<file path="src/rtl/sort_stream_adapter.sv">
// Stream front end for the 8-entry byte sorter: loads a frame over valid/ready,
// runs the sorter, then streams the sorted bytes back out with a last flag.
module sort_stream_adapter #(
  parameter int DEPTH  = 8,
  parameter int AW     = 3,
  parameter int DW     = 8,
  parameter int RD_LAT = 2,
  parameter int WR_GAP = 2
) (
  input  logic          clk,
  input  logic          nrst,
  input  logic          in_valid,
  output logic          in_ready,
  input  logic [DW-1:0] in_data,
  output logic          out_valid,
  input  logic          out_ready,
  output logic [DW-1:0] out_data,
  output logic          out_last,
  output logic          busy,
  output logic          srt_start,
  output logic          srt_wr,
  output logic [AW-1:0] srt_addr,
  output logic [DW-1:0] srt_datain,
  input  logic [DW-1:0] srt_dataout,
  input  logic          srt_ready
);

  localparam int CMAX = ((RD_LAT > WR_GAP) ? RD_LAT : WR_GAP) + 4;
  localparam int CW   = $clog2(CMAX + 1);

  localparam logic [CW-1:0] GAP_END   = CW'(WR_GAP - 1);
  localparam logic [CW-1:0] RD_END    = CW'(RD_LAT);
  localparam logic [CW-1:0] LO_IGNORE = CW'(2);
  localparam logic [CW-1:0] LO_LIMIT  = CW'(3);
  localparam logic [AW-1:0] LAST_IDX  = AW'(DEPTH - 1);

  typedef enum logic [2:0] {
    LOAD,
    GAP,
    START,
    WAIT_LO,
    WAIT_HI,
    READ,
    OUT
  } state_t;

  state_t        state, state_n;
  logic [AW-1:0] index, index_n;
  logic [CW-1:0] cnt, cnt_n;
  logic          last_idx;

  logic          in_ready_n, busy_n, srt_start_n, srt_wr_n;
  logic          out_valid_n, out_last_n;
  logic [AW-1:0] srt_addr_n;
  logic [DW-1:0] srt_datain_n, out_data_n;

  assign last_idx = (index == LAST_IDX);

  // Every output is a flop so the sorter and both streams see glitch-free signals.
  always_ff @(posedge clk or negedge nrst) begin
    if (!nrst) begin
      state      <= LOAD;
      index      <= '0;
      cnt        <= '0;
      in_ready   <= 1'b0;
      busy       <= 1'b0;
      srt_start  <= 1'b0;
      srt_wr     <= 1'b0;
      srt_addr   <= '0;
      srt_datain <= '0;
      out_valid  <= 1'b0;
      out_last   <= 1'b0;
      out_data   <= '0;
    end else begin
      state      <= state_n;
      index      <= index_n;
      cnt        <= cnt_n;
      in_ready   <= in_ready_n;
      busy       <= busy_n;
      srt_start  <= srt_start_n;
      srt_wr     <= srt_wr_n;
      srt_addr   <= srt_addr_n;
      srt_datain <= srt_datain_n;
      out_valid  <= out_valid_n;
      out_last   <= out_last_n;
      out_data   <= out_data_n;
    end
  end

  always_comb begin
    state_n      = state;
    index_n      = index;
    cnt_n        = cnt;
    srt_start_n  = 1'b0;
    srt_wr_n     = 1'b0;
    srt_addr_n   = srt_addr;
    srt_datain_n = srt_datain;
    out_valid_n  = out_valid;
    out_last_n   = out_last;
    out_data_n   = out_data;

    case (state)
      LOAD: begin
        if (in_valid && in_ready) begin
          srt_wr_n     = 1'b1;
          srt_addr_n   = index;
          srt_datain_n = in_data;
          if (last_idx) begin
            index_n = '0;
            cnt_n   = '0;
            state_n = GAP;
          end else begin
            index_n = index + AW'(1);
          end
        end
      end

      GAP: begin
        if (cnt == GAP_END) begin
          state_n = START;
        end else begin
          cnt_n = cnt + CW'(1);
        end
      end

      START: begin
        srt_start_n = 1'b1;
        cnt_n       = '0;
        state_n     = WAIT_LO;
      end

      // The sorter drops ready a cycle late, so the first look is deferred and a
      // sorter that never drops ready is not waited on forever.
      WAIT_LO: begin
        if ((cnt >= LO_IGNORE) && (!srt_ready || (cnt == LO_LIMIT))) begin
          state_n = WAIT_HI;
        end else begin
          cnt_n = cnt + CW'(1);
        end
      end

      WAIT_HI: begin
        if (srt_ready) begin
          index_n    = '0;
          cnt_n      = '0;
          srt_addr_n = '0;
          state_n    = READ;
        end
      end

      READ: begin
        if (cnt == RD_END) begin
          out_data_n  = srt_dataout;
          out_valid_n = 1'b1;
          out_last_n  = last_idx;
          state_n     = OUT;
        end else begin
          cnt_n = cnt + CW'(1);
        end
      end

      OUT: begin
        if (out_valid && out_ready) begin
          out_valid_n = 1'b0;
          out_last_n  = 1'b0;
          cnt_n       = '0;
          if (last_idx) begin
            index_n = '0;
            state_n = LOAD;
          end else begin
            index_n    = index + AW'(1);
            srt_addr_n = index + AW'(1);
            state_n    = READ;
          end
        end
      end

      default: begin
        state_n = LOAD;
      end
    endcase

    in_ready_n = (state_n == LOAD);
    busy_n     = (state_n != LOAD);
  end

endmodule

</file>
<file path="config.mk">
export PLATFORM = sky130hd
export DESIGN_NAME = sort_stream_adapter
export DESIGN_NICKNAME = d
export VERILOG_FILES = /design/src/rtl/sort_stream_adapter.sv
export SDC_FILE = /design/constraint.sdc
export NUM_CORES = 1
export LEC_CHECK = 0
export ABC_AREA = 1
export BUFFER_PORTS_ARGS = -buffer_cell sky130_fd_sc_hd__buf_2
export CAP_MARGIN = 20
export CORE_AREA = 2 2 62 64
export CTS_CLUSTER_SIZE = 12
export DETAILED_ROUTE_END_ITERATION = 10
export DIE_AREA = 0 0 64 66
export GPL_TIMING_DRIVEN = 0
export PLACE_DENSITY_LB_ADDON = 0.12
export SLEW_MARGIN = 0
export SYNTH_ARGS = -nofsm -noshare
export SYNTH_HDL_FRONTEND = slang
export SYNTH_SLANG_ARGS = --single-unit
</file>
<file path="constraint.sdc">
create_clock -name clk -period 3.96 [get_ports clk]
set_input_delay 0.594 -clock clk [delete_from_list [all_inputs] [get_ports clk]]
set_output_delay 0.594 -clock clk [all_outputs]
set_load 0.02 [all_outputs]
</file>
==> impl_metrics.py, run 1 <==
metrics = {
    "power": {
        "p_per_area_nw_per_um2": 822,
        "power_mw": 1.81,
        "p_sw_mw": 0.790,
        "seqPwrFrac_pct": 33.2,
        "combPwrFrac_pct": 48.4,
        "netSwitchingFraction_pct": 43.7,
        "ir_drop_v": 0.000365,
        "clkPwrFrac_pct": 18.4,
        "p_leak_nw": 1.20,
        "power.internal_mw": 1.02,
    },
    "timing": {
        "worstMarginPinSlew_ns": 0.722,
        "fmax_mhz": 617,
        "fin_skew_ns": 0.0141,
        "post-route-period-util_pct": 40.9,
        "min_period_ns": 1.62,
        "max_slew_margin_pct": 51.8,
        "rsz0062_at_grt": "no",
        "hold_viol": 0,
        "maxSlewViolCount": 0,
        "finalSetupViolCount": 0,
        "tns_ns": 0,
    },
    "job": {
        "maxCapViolations": 0,
    },
    "global_routing": {
        "grt_usage_pct": 19.2,
        "grt_overflow": 0,
        "grt_pass1_vias": 1471,
        "met3_usage_pct": 4.26,
        "use_met1_pct": 24.6,
        "grt_first_pass_wirelength_um": 6350,
        "use_met2_pct": 32.7,
        "busiest_layer": "met2",
        "grt_max_degree": 35,
        "antenna_found_initial": 0,
    },
    "yosys": {
        "yosysUniqueCellTypes": 19,
        "ys.warnings.count": 0,
        "yosysTopAreaCell": "dfrtp_1",
        "yosysSeqAreaShare_pct": 47.2,
        "netlist_area_um2": 1800,
        "synth_top_area_share_pct": 47.2,
        "synth_seq_cells": 34,
        "ys.flop_type": "dfrtp_1",
        "synth_fp_nets": 258,
        "synth_most_common_cell": "nand2_1",
        "synthTopCellsByCount": "96 x nand2_1, 34 x dfrtp_1, 23 x nand3_1",
        "synthTopCellsByArea": "dfrtp_1 47%, nand2_1 20%, nand3_1 6.4%",
        "synthArstFlopShare_pct": 100,
        "synth_cells": 231,
        "syn_area_per_cell_um2": 7.80,
        "synth_edf_count": 0,
    },
    "clocking": {
        "cts_tree": "built",
        "post_cts_buffers": 0,
        "cts_buffer_depth": 2,
        "cts_buffers": 5,
        "clk_pin_slew_ns": 0.11,
        "clock-root-buffer": "clkbuf_4",
        "htree_levels": 2,
        "clock-sinks": 34,
        "post_cts_resized": 0,
        "clk_latency_ns": 0.33,
        "cts_hold_buf": 0,
    },
    "floorplan": {
        "start_util_pct": 50.7,
        "die_area_um2": 4220,
        "rows": 22,
        "die_y_um": 66,
        "ios": 46,
        "die_x_um": 64,
        "core_area_um2": 3550,
    },
    "place": {
        "gp_congestion": 0.855,
        "dpl.cell_count": 324,
        "hpwl_um": 2880,
        "port_buffers": 45,
    },
    "final_layout": {
        "syn_to_final_growth_pct": 22.0,
        "sequential_cell_area_um2": 851,
        "drive_gt1_share_pct": 27.1,
        "multi_input_area_um2": 848,
        "fill_cells": 342,
        "final_cell_count_no_fill": 332,
        "nets": 310,
        "num_antenna_cells": 0,
    },
    "critical_path": {
        "r2r.worst_path.cells": 9,
        "crit_cells": 9,
        "crit_family": "simple AND/OR/NAND/NOR gates",
        "cp_cell_sequence": "ha_1, ha_1, nand3_1, nand3_1, nand2_1, nor2_2, nand2_4, nand2_1, nand2_1",
        "ff2ff_setup_slack_ns": 2.34,
        "cp.required_ns": 4.20,
        "worstSetupStartpointType": "register",
        "cp_slowest_stage_delay_ns": 0.43,
        "r2r-start": "index[0]$_DFFE_PN0P_",
        "worstReg2RegEnd": "cnt[2]$_DFFE_PN0P_",
        "cpMostUsedCell": "nand2_1",
        "crit_arrival_ns": 1.86,
        "path_max_fanout": 5,
        "endpoint_kind": "register",
        "slowest_stage": "dfrtp_1",
        "worst-path-buf-inv": 0,
        "worst-setup-path-type": "register to register",
    },
    "min_path": {
        "worstHoldPathType": "input pin to asynchronous set/reset pin",
    },
    "drt": {
        "dr.pass1.iters": 4,
        "totalWireLength_um": 3690,
        "routedWlPerCell_um": 11.1,
        "drtIter0Drc": 76,
        "ant_nets": 0,
        "vias": 1585,
        "routed_via_density": 4.77,
        "drc": 0,
    },
    "status": {
        "outcome": "finished, final reports clean",
    },
}
state kept, by name (all words and copies together) (netlist names):
register	flops
out_data	8
cnt	3
busy	1
srt_addr	3
state	3
out_valid	1
srt_datain	8
index	3
srt_start	1
srt_wr	1
out_last	1
in_ready	1
routing by layer:
| layer | vias up | share of wire, % |
|---|---|---|
| met1 | 721 | 46 |
| met2 | 36 | 48 |
| met5 | - | 0 |
| met3 | 4 | 4.0 |
| met4 | 0 | 1.0 |
| li1 | 824 | - |
per-stage QoR:
stage	setup WS (ns)	instance area, µm²	hold WS [ns]	utilization, %
final	2.34	2200	0.299	61.9
after global routing	2.19	2200	0.348	61.9
after CTS	2.32	2200	0.322	61.9
after detailed placement	2.34	2090	0.453	58.8
after global placement	2.35	2090	0.449	58.8
after floorplan	2.56	1800	0.298	-
final cells by class:
cell class              count  area share (%)
well taps                  48            2.73
clock inverters             2            2.73
repair buffers             45            10.2
multi-input cells         173            38.6
flip-flops and latches     34            38.7
inverters                  21            3.59
plain buffers               3            1.08
clock buffers               6            2.33
power by group through the flow:
stage | registers [mW] | logic (mW) | clock network [mW]
3_5_place_dp | 0.609 | 0.884 | 0
5_1_grt | 0.623 | 0.993 | 0.356
6_report | 0.601 | 0.875 | 0.332
2_1_floorplan | 0.749 | 0.493 | 0
4_1_cts | 0.602 | 0.886 | 0.340
3_3_place_gp | 0.604 | 0.869 | 0
how the worst max path moves through the flow:
stage                         end  slack [ns]            startpoint
3_5_place_dp   cnt[2]$_DFFE_PN0P_        2.34  index[0]$_DFFE_PN0P_
5_1_grt        cnt[1]$_DFFE_PN0P_        2.19  index[0]$_DFFE_PN0P_
3_3_place_gp   cnt[2]$_DFFE_PN0P_        2.35  index[0]$_DFFE_PN0P_
4_1_cts        cnt[2]$_DFFE_PN0P_        2.32  index[0]$_DFFE_PN0P_
2_1_floorplan  cnt[1]$_DFFE_PN0P_        2.56    cnt[0]$_DFFE_PN0P_
6_report       cnt[2]$_DFFE_PN0P_        2.34  index[0]$_DFFE_PN0P_
kinds of logic (layout without fill, tap and decap cells):
family / Yosys count / after routing / synth area share [%]
buf+inv: 24 / 77 / 5.69
simple gates: 157 / 157 / 40.1
fa+ha+maj: 6 / 6 / 4.17
compound gates: 10 / 10 / 2.78
flops: 34 / 34 / 47.2
cell usage in the layout, fill, tap and decap left out, drive strengths merged:
cell type / n
o21ai: 7
bufinv: 2
nor2: 27
dfrtp: 34
buf: 48
nand3: 27
clkbuf: 6
ha: 6
a21oi: 3
nand3b: 4
inv: 21
nand2: 99
Power figures use the tool's default switching activity.
==> inputs of run 2 (changes only) <==
==> constraint.sdc (replaced) <==
create_clock -name clk -period 1.6 [get_ports clk]
set_input_delay 0.24 -clock clk [delete_from_list [all_inputs] [get_ports clk]]
set_output_delay 0.24 -clock clk [all_outputs]
set_load 0.02 [all_outputs]
==> impl_metrics.py, run 2 (synthesis gave the netlist of run 1 again) <==
metrics = {
    "timing": {
        "rsz0062_at_grt": "yes",
        "worstMarginPinSlew_ns": 0.726,
        "min_period_ns": 1.52,
        "tns_ns": 0,
        "maxSlewViolCount": 0,
        "hold_viol": 0,
        "max_slew_margin_pct": 51.6,
        "finalSetupViolCount": 0,
        "fmax_mhz": 656,
        "fin_skew_ns": 0.0152,
        "post-route-period-util_pct": 95.2,
    },
    "power": {
        "ir_drop_v": 0.000897,
        "p_leak_nw": 1.22,
        "p_per_area_nw_per_um2": 2020,
    },
    "global_routing": {
        "grt_usage_pct": 19.3,
        "grt_pass1_vias": 1486,
        "grt_max_degree": 35,
        "grt_overflow": 0,
        "antenna_found_initial": 0,
        "grt_first_pass_wirelength_um": 6380,
    },
    "critical_path": {
        "r2r.worst_path.cells": 10,
        "endpoint_kind": "register",
        "r2r-start": "cnt[1]$_DFFE_PN0P_",
        "cp_cell_sequence": "ha_2, ha_1, inv_1, nand2_2, nand2_2, nor2_2, nor2_4, nand2_4, nand2_1, nand2_1",
        "worst-setup-path-type": "register to register",
        "cp_slowest_stage_delay_ns": 0.46,
        "cp.required_ns": 1.84,
        "crit_arrival_ns": 1.77,
        "ff2ff_setup_slack_ns": 0.08,
        "worstReg2RegEnd": "cnt[2]$_DFFE_PN0P_",
        "worstSetupStartpointType": "register",
        "slowest_stage": "dfrtp_2",
        "critical_path.startpoint": "cnt[1]$_DFFE_PN0P_",
        "path_max_fanout": 5,
        "crit_family": "simple AND/OR/NAND/NOR gates",
        "worst-path-buf-inv": 1,
    },
    "drt": {
        "routed_via_density": 4.78,
        "totalWireLength_um": 3750,
        "highest_layer": "met4",
        "met3_length_um": 119,
        "ant_nets": 0,
        "dr_wl_met2_um": 1840,
        "routedWlPerCell_um": 11.1,
        "drtIter0Drc": 66,
        "dr.pass1.iters": 4,
        "met1_length_um": 1760,
        "drc": 0,
        "vias": 1611,
    },
    "job": {
        "maxCapViolations": 0,
    },
    "final_layout": {
        "reg.largest.list": "out_data x8, srt_datain x8",
        "final_cell_mix": "94 x nand2_1, 46 x buf_2, 33 x dfrtp_1",
        "num_antenna_cells": 0,
        "drive_gt1_share_pct": 30.4,
        "fin_util_pct": 63.6,
        "mostFrequentLayoutCell": "nand2_1",
        "syn_to_final_growth_pct": 25.4,
        "nets": 315,
    },
    "clocking": {
        "cts_buffers": 5,
        "clock-sinks": 34,
        "clk_pin_slew_ns": 0.12,
        "htree_levels": 2,
        "clock-root-buffer": "clkbuf_4",
        "clk_latency_ns": 0.34,
        "cts_tree": "built",
        "cts_buffer_depth": 2,
    },
    "status": {
        "outcome": "finished, final reports clean",
    },
    "place": {
        "gp_congestion": 0.855,
        "port_buffers": 45,
        "hpwl_um": 2880,
    },
    "min_path": {
        "worstHoldPathType": "input pin to register",
        "whs_endpoint": "out_data[4]$_DFFE_PN0P_",
        "min_from": "srt_dataout[4]",
        "whs_path_depth": 3,
    },
    "floorplan": {
        "rows": 22,
        "die_area_um2": 4220,
        "start_util_pct": 50.7,
        "core_area_um2": 3550,
        "ios": 46,
        "die_y_um": 66,
        "die_x_um": 64,
    },
}
[run 2: changes by cell type in the layout (fill, tap and decap cells not counted)]
cell           change
ha_2               +2
ha_1               -2
dfrtp_2            +1
nand2_1            -2
dlygate4sd3_1      +1
buf_4              +4
nor2_4             +1
nor2_2             +1
nand2_2            +2
nor2_1             -2
dfrtp_1            -1
[run 2: worst min-delay path, cell delays in order]
cell	delay (ns)
buf_2	0.07
nand2_1	0.04
nand2_1	0.05
[run 2: routing by layer]
metal,GRT usage [%],vias to the layer above
li1,-,836
met1,24.6,740
met2,32.9,31
met3,4.26,4
met4,5.71,0
met5,0,-
[run 2: layout make-up]
cell class / instances / area [µm²]
Tap cell: 48 / 60.1
Inverter: 21 / 78.8
Timing Repair Buffer: 50 / 265
Clock inverter: 2 / 60.1
Multi-Input combinational cell: 173 / 868
Fill cell: 340 / 1290
Buffer: 3 / 23.8
Sequential cell: 34 / 852
Clock buffer: 6 / 51.3
[run 2: how the worst max path moves through the flow]
stage                               endpoint  slack (ns)  cells after the start
after floorplan           cnt[1]$_DFFE_PN0P_        0.20                     10
after global placement    cnt[2]$_DFFE_PN0P_      -0.006                      9
after detailed placement  cnt[2]$_DFFE_PN0P_       -0.02                      9
after CTS                 cnt[2]$_DFFE_PN0P_        0.01                      9
after global routing      cnt[1]$_DFFE_PN0P_       -0.02                      9
final                     cnt[2]$_DFFE_PN0P_        0.08                     10
[run 2: power by group]
group | leakage, nW | internal [mW] | switching, mW | total, mW
logic | 0.769 | 0.800 | 1.46 | 2.26
registers | 0.394 | 1.25 | 0.235 | 1.49
clock network | 0.0585 | 0.529 | 0.293 | 0.822
total | 1.22 | 2.58 | 1.99 | 4.57
[run 2: timing repair]
| action | 4_1_cts | 5_1_grt |
|---|---|---|
| endpoints found under the hold margin | 34 | 0 |
| gates resized for setup | 1 | 7 |
| setup endpoints to repair | 3 | 7 |
| pin swaps | 0 | 3 |
| hold buffers | 1 | 0 |
| setup buffers | 0 | 4 |
[run 2: metrics by stage]
| step | hold slack [ns] | area [µm²] | instances | total power, mW | setup slack, ns |
|---|---|---|---|---|---|
| 6_report | 0.100 | 2260 | 337 | 4.57 | 0.0762 |
| 3_5_place_dp | 0.350 | 2090 | 324 | 3.69 | -0.0237 |
| 4_1_cts | 0.0877 | 2210 | 333 | 4.54 | 0.0135 |
| 5_1_grt | 0.0824 | 2260 | 337 | 4.98 | -0.0178 |
| 2_1_floorplan | -0.0556 | 1800 | 231 | 3.08 | 0.202 |
| 3_3_place_gp | 0.346 | 2090 | 324 | 3.65 | -0.00563 |
